`src/rtl/sap1_pkg.sv`:
```
// Shared SAP-1 definitions: opcodes, one-hot T-state encodings and
// control-word bit positions used by the sequencer and the datapath top level.
package sap1_pkg;

    // Instruction opcodes (upper nibble of the instruction register)
    localparam logic [3:0] OP_LDA = 4'h0;
    localparam logic [3:0] OP_ADD = 4'h1;
    localparam logic [3:0] OP_SUB = 4'h2;
    localparam logic [3:0] OP_OUT = 4'hE;
    localparam logic [3:0] OP_HLT = 4'hF;

    // One-hot ring counter states
    localparam logic [5:0] T1 = 6'b000001;
    localparam logic [5:0] T2 = 6'b000010;
    localparam logic [5:0] T3 = 6'b000100;
    localparam logic [5:0] T4 = 6'b001000;
    localparam logic [5:0] T5 = 6'b010000;
    localparam logic [5:0] T6 = 6'b100000;

    // Control-word bit positions
    localparam int CW_WIDTH    = 12;
    localparam int CW_PC_INC   = 0;
    localparam int CW_PC_EO    = 1;
    localparam int CW_MAR_EI   = 2;
    localparam int CW_RAM_EO   = 3;
    localparam int CW_IR_EI    = 4;
    localparam int CW_IR_EO    = 5;
    localparam int CW_A_EI     = 6;
    localparam int CW_A_EO     = 7;
    localparam int CW_B_EI     = 8;
    localparam int CW_ALU_SUB  = 9;
    localparam int CW_ALU_EO   = 10;
    localparam int CW_OUT_EI   = 11;

    // True when exactly one bit of a 6-bit vector is set
    function automatic logic one_hot6(input logic [5:0] v);
        return (v != 6'd0) && ((v & (v - 6'd1)) == 6'd0);
    endfunction

endpackage

```
`src/rtl/ring_counter_6.sv`:
```
// Six-state one-hot ring counter: rotates left while run is high and freeze
// is low, holds otherwise; clear_n low forces T1 on the next rising edge.
module ring_counter_6
    import sap1_pkg::*;
(
    input  logic       clk,
    input  logic       clear_n,
    input  logic       run,
    input  logic       freeze,
    output logic [5:0] t_state
);

    logic [5:0] t_state_d;
    logic [5:0] t_state_q;

    // Next T-state: rotate, hold, or recover to T1 from a corrupted encoding
    always_comb begin
        t_state_d = t_state_q;
        if (!one_hot6(t_state_q)) begin
            t_state_d = T1;
        end else if (run && !freeze) begin
            t_state_d = {t_state_q[4:0], t_state_q[5]};
        end else begin
            t_state_d = t_state_q;
        end
    end

    // T-state register with synchronous active-low clear
    always_ff @(posedge clk) begin
        if (!clear_n) begin
            t_state_q <= T1;
        end else begin
            t_state_q <= t_state_d;
        end
    end

    assign t_state = t_state_q;

endmodule

```
`src/rtl/controller_sequencer.sv`:
```
// SAP-1 control unit: ring-counter sequencing plus Moore decode of
// (T-state, opcode, halted) into the datapath load/enable strobes.
// This block owns every bus-driver enable, so bus arbitration lives here.
module controller_sequencer
    import sap1_pkg::*;
(
    input  logic       Clock,
    input  logic       Clear,
    input  logic       run,
    input  logic [3:0] opcode,
    output logic [5:0] t_state,
    output logic       halted,
    output logic       pc_increment,
    output logic       pc_enable_output,
    output logic       mar_enable_input,
    output logic       ram_enable_output,
    output logic       ir_enable_input,
    output logic       ir_enable_output,
    output logic       a_enable_input,
    output logic       a_enable_output,
    output logic       b_enable_input,
    output logic       alu_subtract,
    output logic       alu_enable_output,
    output logic       out_enable_input
);

    logic [5:0]          t_state_s;
    logic                halted_d;
    logic                halted_q;
    logic                hlt_at_t4_s;
    logic                freeze_s;
    logic [CW_WIDTH-1:0] cw_s;

    // HLT seen in T4 stops the ring at T4; once halted only Clear restarts it
    assign hlt_at_t4_s = (t_state_s == T4) && (opcode == OP_HLT);
    assign freeze_s    = halted_q || hlt_at_t4_s;

    ring_counter_6 u_ring (
        .clk     (Clock),
        .clear_n (Clear),
        .run     (run),
        .freeze  (freeze_s),
        .t_state (t_state_s)
    );

    // Halt flag becomes sticky at the end of an HLT T4 when the sequence is running
    always_comb begin
        halted_d = halted_q;
        if (halted_q) begin
            halted_d = 1'b1;
        end else if (run && hlt_at_t4_s) begin
            halted_d = 1'b1;
        end else begin
            halted_d = 1'b0;
        end
    end

    // Halt register with synchronous active-low clear
    always_ff @(posedge Clock) begin
        if (!Clear) begin
            halted_q <= 1'b0;
        end else begin
            halted_q <= halted_d;
        end
    end

    // Control-word decode; opcode is only looked at from T4 onwards
    always_comb begin
        cw_s = '0;
        if (halted_q) begin
            cw_s = '0;
        end else begin
            case (t_state_s)
                T1: begin
                    cw_s[CW_PC_EO]  = 1'b1;
                    cw_s[CW_MAR_EI] = 1'b1;
                end
                T2: begin
                    cw_s[CW_PC_INC] = 1'b1;
                end
                T3: begin
                    cw_s[CW_RAM_EO] = 1'b1;
                    cw_s[CW_IR_EI]  = 1'b1;
                end
                T4: begin
                    case (opcode)
                        OP_LDA, OP_ADD, OP_SUB: begin
                            cw_s[CW_IR_EO]  = 1'b1;
                            cw_s[CW_MAR_EI] = 1'b1;
                        end
                        OP_OUT: begin
                            cw_s[CW_A_EO]   = 1'b1;
                            cw_s[CW_OUT_EI] = 1'b1;
                        end
                        default: cw_s = '0;
                    endcase
                end
                T5: begin
                    case (opcode)
                        OP_LDA: begin
                            cw_s[CW_RAM_EO] = 1'b1;
                            cw_s[CW_A_EI]   = 1'b1;
                        end
                        OP_ADD: begin
                            cw_s[CW_RAM_EO] = 1'b1;
                            cw_s[CW_B_EI]   = 1'b1;
                        end
                        OP_SUB: begin
                            cw_s[CW_RAM_EO]  = 1'b1;
                            cw_s[CW_B_EI]    = 1'b1;
                            cw_s[CW_ALU_SUB] = 1'b1;
                        end
                        default: cw_s = '0;
                    endcase
                end
                T6: begin
                    case (opcode)
                        OP_ADD: begin
                            cw_s[CW_ALU_EO] = 1'b1;
                            cw_s[CW_A_EI]   = 1'b1;
                        end
                        OP_SUB: begin
                            cw_s[CW_ALU_EO]  = 1'b1;
                            cw_s[CW_A_EI]    = 1'b1;
                            cw_s[CW_ALU_SUB] = 1'b1;
                        end
                        default: cw_s = '0;
                    endcase
                end
                default: cw_s = '0;
            endcase
        end
    end

    assign t_state           = t_state_s;
    assign halted            = halted_q;
    assign pc_increment      = cw_s[CW_PC_INC];
    assign pc_enable_output  = cw_s[CW_PC_EO];
    assign mar_enable_input  = cw_s[CW_MAR_EI];
    assign ram_enable_output = cw_s[CW_RAM_EO];
    assign ir_enable_input   = cw_s[CW_IR_EI];
    assign ir_enable_output  = cw_s[CW_IR_EO];
    assign a_enable_input    = cw_s[CW_A_EI];
    assign a_enable_output   = cw_s[CW_A_EO];
    assign b_enable_input    = cw_s[CW_B_EI];
    assign alu_subtract      = cw_s[CW_ALU_SUB];
    assign alu_enable_output = cw_s[CW_ALU_EO];
    assign out_enable_input  = cw_s[CW_OUT_EI];

endmodule

```
`config.mk`:
```
export PLATFORM = sky130hd
export DESIGN_NAME = controller_sequencer
export DESIGN_NICKNAME = d
export VERILOG_FILES = /design/src/rtl/sap1_pkg.sv /design/src/rtl/ring_counter_6.sv /design/src/rtl/controller_sequencer.sv
export SDC_FILE = /design/constraint.sdc
export NUM_CORES = 1
export LEC_CHECK = 0
export ABC_CLOCK_PERIOD_IN_PS = 2000
export CAP_MARGIN = 5
export CORE_AREA = 2 2 39 41
export DETAILED_ROUTE_END_ITERATION = 10
export DIE_AREA = 0 0 41 43
export DONT_BUFFER_PORTS = 1
export GPL_TIMING_DRIVEN = 0
export PLACE_DENSITY = 0.7
export SETUP_SLACK_MARGIN = 0.02
export SLEW_MARGIN = 20
export SYNTH_ARGS = -nofsm -noshare
export SYNTH_HDL_FRONTEND = slang
export SYNTH_HIERARCHICAL = 1
export SYNTH_SLANG_ARGS = --single-unit
```
`constraint.sdc`:
```
create_clock -name Clock -period 2 [get_ports Clock]
set_clock_uncertainty 0.1 [all_clocks]
set_input_delay 0.6 -clock Clock [delete_from_list [all_inputs] [get_ports Clock]]
set_output_delay 0.6 -clock Clock [all_outputs]
set_load 0.05 [all_outputs]
```
After elaboration in Yosys (flattened, before gate mapping)
Index checks and enable logic that the tools add are counted.

word-level totals
  register bits = 7
  bits in latches = 0
  memory bits (writable) = 0
  bits in read-only memories = 0
  output and inout port bits = 19
  logic and storage cells = 38
  memories = 0

cells by class
  $add $sub $neg = 1
  multipliers = 0
  div/mod/pow operators = 0
  $lt $le $gt $ge = 0
  eq/ne operators = 10
  shifts and indexed selects = 0
  mux-type cells = 12
  bitwise gates (word level) = 1
  reductions and logical operators = 12

operator list
  cell                                              number
  one-hot mux 7 bit (3 select lines)                1
  2-to-1 mux 12 bit                                 1
  == test 4 bit, second input constant              2
  2-to-1 mux 1 bit                                  8
  one-hot mux 2 bit (2 select lines)                2
  AND 6 bit                                         1
  == test 6 x 1 -> 1 bit, second input constant     1
  == test 6 x 2 -> 1 bit, second input constant     1
  == test 6 x 3 -> 1 bit, second input constant     1
  == test 6 x 4 -> 1 bit, second input constant     1
  == test 6 x 5 -> 1 bit, second input constant     1
  == test 6 bit, second input constant              1
  logical NOT 6 bit                                 1
  nonzero test 6 bit                                1
  subtractor 6 x 1 -> 6 bit, second input constant  1
  == test 4 x 1 -> 1 bit, second input constant     1
  == test 4 x 2 -> 1 bit, second input constant     1
  logical AND 1 bit                                 4
  logical NOT 4 bit                                 1
  OR reduction 3 bit                                1
  AND reduction 2 bit                               1
  OR reduction 2 bit                                1
  logical NOT 1 bit                                 1
  logical OR 1 bit                                  1

Logic depth before layout (Yosys ltp)
Gate-level depths: netlist of the first run.

  depth after elaboration = 5
  mapped depth = 8
  depth with buffers taken out = 6

Hierarchy
The synthesis of the first run kept the hierarchy.

by module, submodules not included
  module                instances  cells an instance  area each (µm²)  seq. area each (µm²)
  controller_sequencer  1          42                 326.6            20.0
  ring_counter_6        1          28                 294.0            120.1

Worst setup path before layout of the first run
Ideal clock, no wire load.

  path kind = flip-flop to output port
  start point = reg u_ring.t_state_q[3], in the netlist u_ring/t_state[3]
  end point = out out_enable_input
  data arrival time = 2,597 ps
  required time = 1,300 ps
  setup slack = -1,297 ps
  stages on the path, launching flop included = 5
  buffers on the path = 1
  path through = dfxtp_1 > and4b_1 > nand3_1 > nor3_1 > buf_4

between the ends
  word-level cells in the longest chain between the ends = 3

RTL lines
  element                                      line                        source
  start, declared                              ring_counter_6.sv:14        logic [5:0] t_state_q;
  start signal, assigned                       ring_counter_6.sv:33        t_state_q <= t_state_d;
  == test 6 bit, or another cell as far along  controller_sequencer.sv:73  case (t_state_s)
  one-hot mux 7 bit (3 select lines) (*)       controller_sequencer.sv:73
  2-to-1 mux 12 bit (*)                        controller_sequencer.sv:70  if (halted_q) begin
  end, declared                                controller_sequencer.sv:24  output logic out_enable_input

Mark *: on every way between the ends. The rest lies on a longest branch, timed or not.

Worst setup path after layout of the first run
  start point = reg u_ring.t_state_q[5], in the netlist u_ring/t_state[5]
  end point = out out_enable_input

Same word-level chain as after synthesis.

==> summary.txt, run 1 <==
Power
  – Pleak: 0.340 nW
  – Ratio of total power to cell area: 546 mW/mm²
  – Peak VDD IR: roughly 0.49 mV

Critical path
  – Req. time, crit path: 1.30 ns
  – CP Cell Sequence: buf_8 -> and4b_1 -> nand3_2 -> nor3_4 -> buf_6
  – Worst Path Arrival: ~1.9 ns
  – Bufs and invs on worst path: 2
  – Worst setup path category: register to output pin
  – CP endpoint kind: output pin
  – Crit start category: register
  – Top Family by Delay on Critical Path: simple AND/OR/NAND/NOR gates
  – R2R setup slack: around 0.080 ns
  – Critical path peak fanout: 6
  – Slowest-stage cell, CP: nor3_4
  – Critical path's largest stage delay: 0.52 ns

Floorplanning
  – DIE WIDTH: roughly 41 µm
  – Initial core utilization: 0.448
  – IO Count: 26
  – Row count: 14
  – Die area: 0.00176 mm²
  – Area of the core: 0.00138 mm²
  – Die Height: 43 µm

STA
  – Worst-margin pin slew: 0.737 ns
  – Crit path time final: 2.63 ns
  – Setup_tns: -6.23 ns
  – Fin worst setup slack: -0.632 ns
  – Max_slew headroom: 0.506
  – Fmax: 380 MHz
  – Final slew viol count: 0
  – Final setup violation count: 12
  – Final worst-path cycle share: 1.32
  – Final hold vios: 0
  – Hold slack: approximately 0.37 ns
  – RSZ-0062 raised after global routing: true

Min path
  – Hold Path Class: input pin to register

Cells and area
  – Antenna diodes: 0
  – Fillers: 106
  – Post-layout util: 0.723
  – Share of layout cells above drive strength 1: 0.631
  – Layout net count: 92
  – Area Overhead vs Synth: 61.3%

Routing
  – Wire per inst: roughly 16 µm
  – Iter 0 DRT Violations: 2
  – Routed wire length: between 1500 and 2000 µm
  – ANT nets after route: 0
  – Drt pass-1 iters: 3
  – Vias per inst: 5.75
  – Vias: 575
  – Drt drc: 0

Job
  – Max-cap violations: 0

Global route
  – Vias in the first global route: slightly above 600
  – First-pass GRT wire length: 2580 µm
  – Largest net degree at the start of global routing: 11
  – Initial antenna violation count: 0
  – Total global-route track usage: 0.217
  – GR Overflow Total: 0

Placement
  – Port bufs: 0
  – Place WS: -0.496 ns
  – Gpl congestion: 0.658
  – Hpwl dp: 1070 µm

Synth
  – Synth Instances: 70
  – Post-Syn Area per Cell: 8.87 µm²
  – FF+latch count, synth: 7
  – Unique cell type count in the Yosys netlist: 32
  – Ys Warns: 6
  – Synthesized area: 621 µm²
  – Mapped Nets: 77
  – Seq/Total Area, Yosys: 0.226

Status
  – Failing checks: negative setup slack
  – Outcome: finished with violations

Clock network
  – Latest clock arrival within the worst-skew pair: 0.25 ns
  – CTS H-tree depth: 1
  – TritonCTS clock tree: built
  – Clk slew on worst S/H paths: 0.05 ns
  – Max Root-Sink Buffers: 2
  – Root buffer cell: clkbuf_4
  – CTS buffer count: 3
  – Hold_buf cts: 0
  – CTS Sinks: 7
## cell families (layout without fill, tap and decap cells)
| logic type | Yosys count | in the layout | synth area share |
|---|---|---|---|
| muxes | 6 | 6 | 0.105 |
| DFF | 7 | 7 | 0.226 |
| and+or+nand+nor | 37 | 37 | 0.425 |
| xor gates and xnor gates | 3 | 3 | 0.0423 |
| buffers and inverters | 8 | 22 | 0.0645 |
| AOI/OAI and AO/OA | 9 | 9 | 0.137 |
## synth_stat cells
master / instances / area, µm²
nand2b_1: 1 / 6.26
mux2i_1: 5 / 50.1
nand4_1: 1 / 6.26
xnor2_1: 1 / 8.76
nor2b_1: 2 / 12.5
nor2_1: 9 / 33.8
buf_4: 1 / 7.51
nor4b_2: 2 / 30.0
nor3b_1: 1 / 7.51
nand3_2: 1 / 10.0
nor3_1: 4 / 20.0
and4b_1: 2 / 20.0
o21bai_1: 1 / 7.51
inv_1: 1 / 3.75
nor4_4: 1 / 21.3
nor4_2: 2 / 25.0
buf_2: 5 / 25.0
o211ai_4: 1 / 21.3
buf_1: 1 / 3.75
o21ai_1: 1 / 5.00
nand2_1: 5 / 18.8
xor2_1: 2 / 17.5
mux2_4: 1 / 15.0
nand3_1: 1 / 5.00
a41o_1: 2 / 20.0
nor4bb_1: 2 / 20.0
and4_1: 1 / 8.76
nor4b_1: 1 / 8.76
a211o_1: 1 / 8.76
a211oi_1: 3 / 22.5
dfxtp_1: 7 / 140
nor3_2: 1 / 10.0
## flip-flops by register name, summed over array words and instances (netlist names)
| name | cells |
|---|---|
| halted | 1 |
| u_ring/t_state | 6 |
## repair_timing
action	4_1_cts	5_1_grt
pin swaps	10	5
cloned	0	0
setup endpoints to repair	18	17
setup buffers	9	1
gates resized for setup	19	4
## area by class of cell
| cell class | instances | area, µm² | area share |
|---|---|---|---|
| buffer | 7 | 87.6 | 0.0875 |
| clock buffer | 4 | 26.3 | 0.0263 |
| inverter | 1 | 3.75 | 0.00375 |
| multi-input combinational | 55 | 624 | 0.624 |
| sequential | 7 | 164 | 0.164 |
| tap | 16 | 20.0 | 0.0200 |
| timing repair buffer | 10 | 75.1 | 0.0750 |
## worst reg2reg max path, stage by stage (launching register included)
cell	delay, ns
dfxtp_4	0.42
buf_8	0.14
and4b_1	0.25
nand3_2	0.12
buf_4	0.16
o21bai_1	0.11
nor2b_1	0.06
buf_4	0.16
a211o_1	0.29
## metal layers
metal / track usage / wire, µm / vias up
met2: 0.372 / 848 / 14
met4: 0.100 / 18 / 0
li1: - / - / 289
met5: 0 / 0 / -
met3: 0.0524 / 79 / 2
met1: 0.232 / 665 / 270
## final timing paths
| check | from | endpoint | cells after the start |
|---|---|---|---|
| max | u_ring/t_state[5] | out_enable_input | 5 |
| min | Clear | u_ring/t_state[5] | 2 |
| max reg2reg | u_ring/t_state[5] | u_ring/t_state[0] | 8 |
| min reg2reg | u_ring/t_state[4] | u_ring/t_state[4] | 2 |
## per-stage QoR
step           instances  power [mW]  area, µm²
2_1_floorplan         70       0.374        769
3_3_place_gp          86       0.391        790
3_5_place_dp          86       0.394        790
4_1_cts               99       0.548        978
5_1_grt              100       0.574       1000
6_report             100       0.546       1000
## where the power goes
group / total (mW) / internal, mW / switching [mW]
combinational: 0.207 / 0.0803 / 0.127
sequential: 0.213 / 0.148 / 0.0653
clock: 0.126 / 0.0760 / 0.0496
## layout by cell type (no fill, tap or decap), types with 2 or more instances in the layout
master,n
xor2_1,2
nor2b_1,2
buf_6,3
nor4bb_4,2
nand2_1,3
nand3_2,2
dfxtp_4,6
nor4_4,2
nor3_4,4
mux2i_1,5
nand2_2,2
nor4b_4,3
a211oi_1,2
a41o_4,2
buf_8,2
nor2_2,2
buf_4,10
nor2_1,7
clkbuf_4,3
Power figures use the tool's default switching activity.
==> run 2, diff against run 1 <==
- GPL_TIMING_DRIVEN: 0 -> unset
- PLACE_DENSITY: 0.7 -> 0.68
==> summary.txt, run 2 (synthesis results as in run 1) <==
Status
  – Outcome: finished with violations
  – Failing checks: negative setup slack

Clock network
  – CTS H-tree depth: 1
  – CTS Sinks: 7
  – Hold_buf cts: 0
  – CTS buffer count: 3
  – Latest clock arrival within the worst-skew pair: 0.25 ns
  – TritonCTS clock tree: built
  – Max Root-Sink Buffers: 2
  – Clk slew on worst S/H paths: about 0.050 ns
  – Root buffer cell: clkbuf_4

Routing
  – Vias per inst: 5.99
  – Wire per inst: 16.7 µm
  – Vias: 659
  – Drt pass-1 iters: 4
  – Drt drc: 0
  – ANT nets after route: 0
  – Routed wire length: 1840 µm
  – Iter 0 DRT Violations: 13

Power
  – Sw Ratio: 0.423
  – Peak VDD IR: 0.469 mV
  – Clock power share: 0.219
  – Internal power: 0.336 mW
  – Comb power frac: 0.508
  – Ratio of total power to cell area: 545 mW/mm²
  – Pleak: between 0.3 and 0.4 nW
  – P_sw: 0.247 mW
  – Sequential power share: 0.273

STA
  – Fmax: about 440 MHz
  – Final hold vios: 0
  – RSZ-0062 raised after global routing: true
  – Final worst-path cycle share: 1.14
  – Hold slack: 0.360 ns
  – Final slew viol count: 0
  – Max_slew headroom: 0.715
  – Final setup violation count: 12
  – Crit path time final: 2.28 ns
  – Worst-margin pin slew: 0.426 ns
  – Fin worst setup slack: -0.279 ns

Cells and area
  – Most frequent cells in the layout: buf_4 (18), nor2_1 (7), buf_12 (6)
  – Antenna diodes: 0
  – FF+latch area: 156 µm²
  – Area Overhead vs Synth: 72.4%
  – Max reg flops: 6
  – Multi-input logic area: 577 µm²
  – Final Cell Area: 0.00107 mm²
  – Most common cell after layout, fill and taps aside: buf_4
  – Layout net count: 102
  – Share of layout cells above drive strength 1: 0.660
  – Fillers: 89

Global route
  – Initial antenna violation count: 0
  – First-pass GRT wire length: 2760 µm
  – GR Overflow Total: 0
  – Largest net degree at the start of global routing: 11
  – Vias in the first global route: 651
  – Total global-route track usage: 0.229

Floorplanning
  – Die Height: 43 µm
  – DIE WIDTH: slightly above 40 µm
  – Initial core utilization: 0.448
  – Die area: roughly 0.0018 mm²
  – IO Count: 26
  – Area of the core: 0.00138 mm²
  – Row count: 14

Critical path
  – CP most frequent cell: nor4_4
  – Crit start category: register
  – Slowest-stage cell, CP: dfxtp_2
  – CP Cell Sequence: nor4_4 -> nand2_1 -> nor4_4 -> buf_12
  – Worst Path Arrival: 1.58 ns
  – Worst setup path category: register to output pin
  – Top Family by Delay on Critical Path: simple AND/OR/NAND/NOR gates
  – Req. time, crit path: around 1.3 ns
  – Critical path peak fanout: 3
  – CP endpoint kind: output pin
  – Critical path's largest stage delay: 0.33 ns
  – Bufs and invs on worst path: 1

Min path
  – Hold Path Class: input pin to register

Placement
  – DP Area: 963 µm²
  – Hpwl dp: 1250 µm
  – Gpl congestion: 0.698
  – Port bufs: 0

Job
  – Max-cap violations: 0
## run 2: cell count changes in the layout (fill, tap and decap cells not counted), sizes merged
cell and delta:
buf +9, clkbuf +1
## run 2: layout make-up
type,instances,share of cell area
inverters,1,0.00351
multi-input cells,55,0.539
flip-flops and latches,7,0.146
clock buffers,4,0.0246
repair buffers,27,0.268
well taps,16,0.0187
## run 2: worst paths after layout
kind                                        start           endpoint  slack, ns  cells after the start
worst min-delay path                        Clear  u_ring/t_state[5]       0.36                      2
worst max-delay path            u_ring/t_state[1]       alu_subtract      -0.28                      4
worst min register to register  u_ring/t_state[2]  u_ring/t_state[3]       0.68                      3
worst max register to register  u_ring/t_state[1]  u_ring/t_state[0]       0.13                      8
## run 2: layer usage
layer  vias up  global-route usage  part of all wire
li1        311                   -                 -
met1       326               0.269              0.41
met2        16               0.353              0.53
met3         6              0.0262             0.034
met4         0               0.173             0.021
met5         -                   0                 0
## run 2: timing repair
item | in CTS | in global routing
resized for setup | 7 | 3
endpoints found under the setup margin | 12 | 12
setup buffers | 2 | 2
pin swaps | 1 | 1
## run 2: power by group through the flow
stage / registers [mW] / logic [mW] / clock network [mW]
2_1_floorplan: 0.209 / 0.166 / 0
3_3_place_gp: 0.161 / 0.277 / 0
3_5_place_dp: 0.161 / 0.279 / 0
4_1_cts: 0.159 / 0.294 / 0.133
5_1_grt: 0.160 / 0.308 / 0.139
6_report: 0.159 / 0.296 / 0.127
## run 2: through the flow
stage	TNS (ns)	worst slack, ns	power, mW	util	instances
5_1_grt	-2.98	-0.381	0.606	0.773	110
2_1_floorplan	-2.57	-0.385	0.374	-	70
3_5_place_dp	-1.42	-0.244	0.440	0.696	102
6_report	-2.19	-0.279	0.583	0.773	110
4_1_cts	-2.24	-0.296	0.585	0.750	108
3_3_place_gp	-1.16	-0.201	0.437	0.696	102
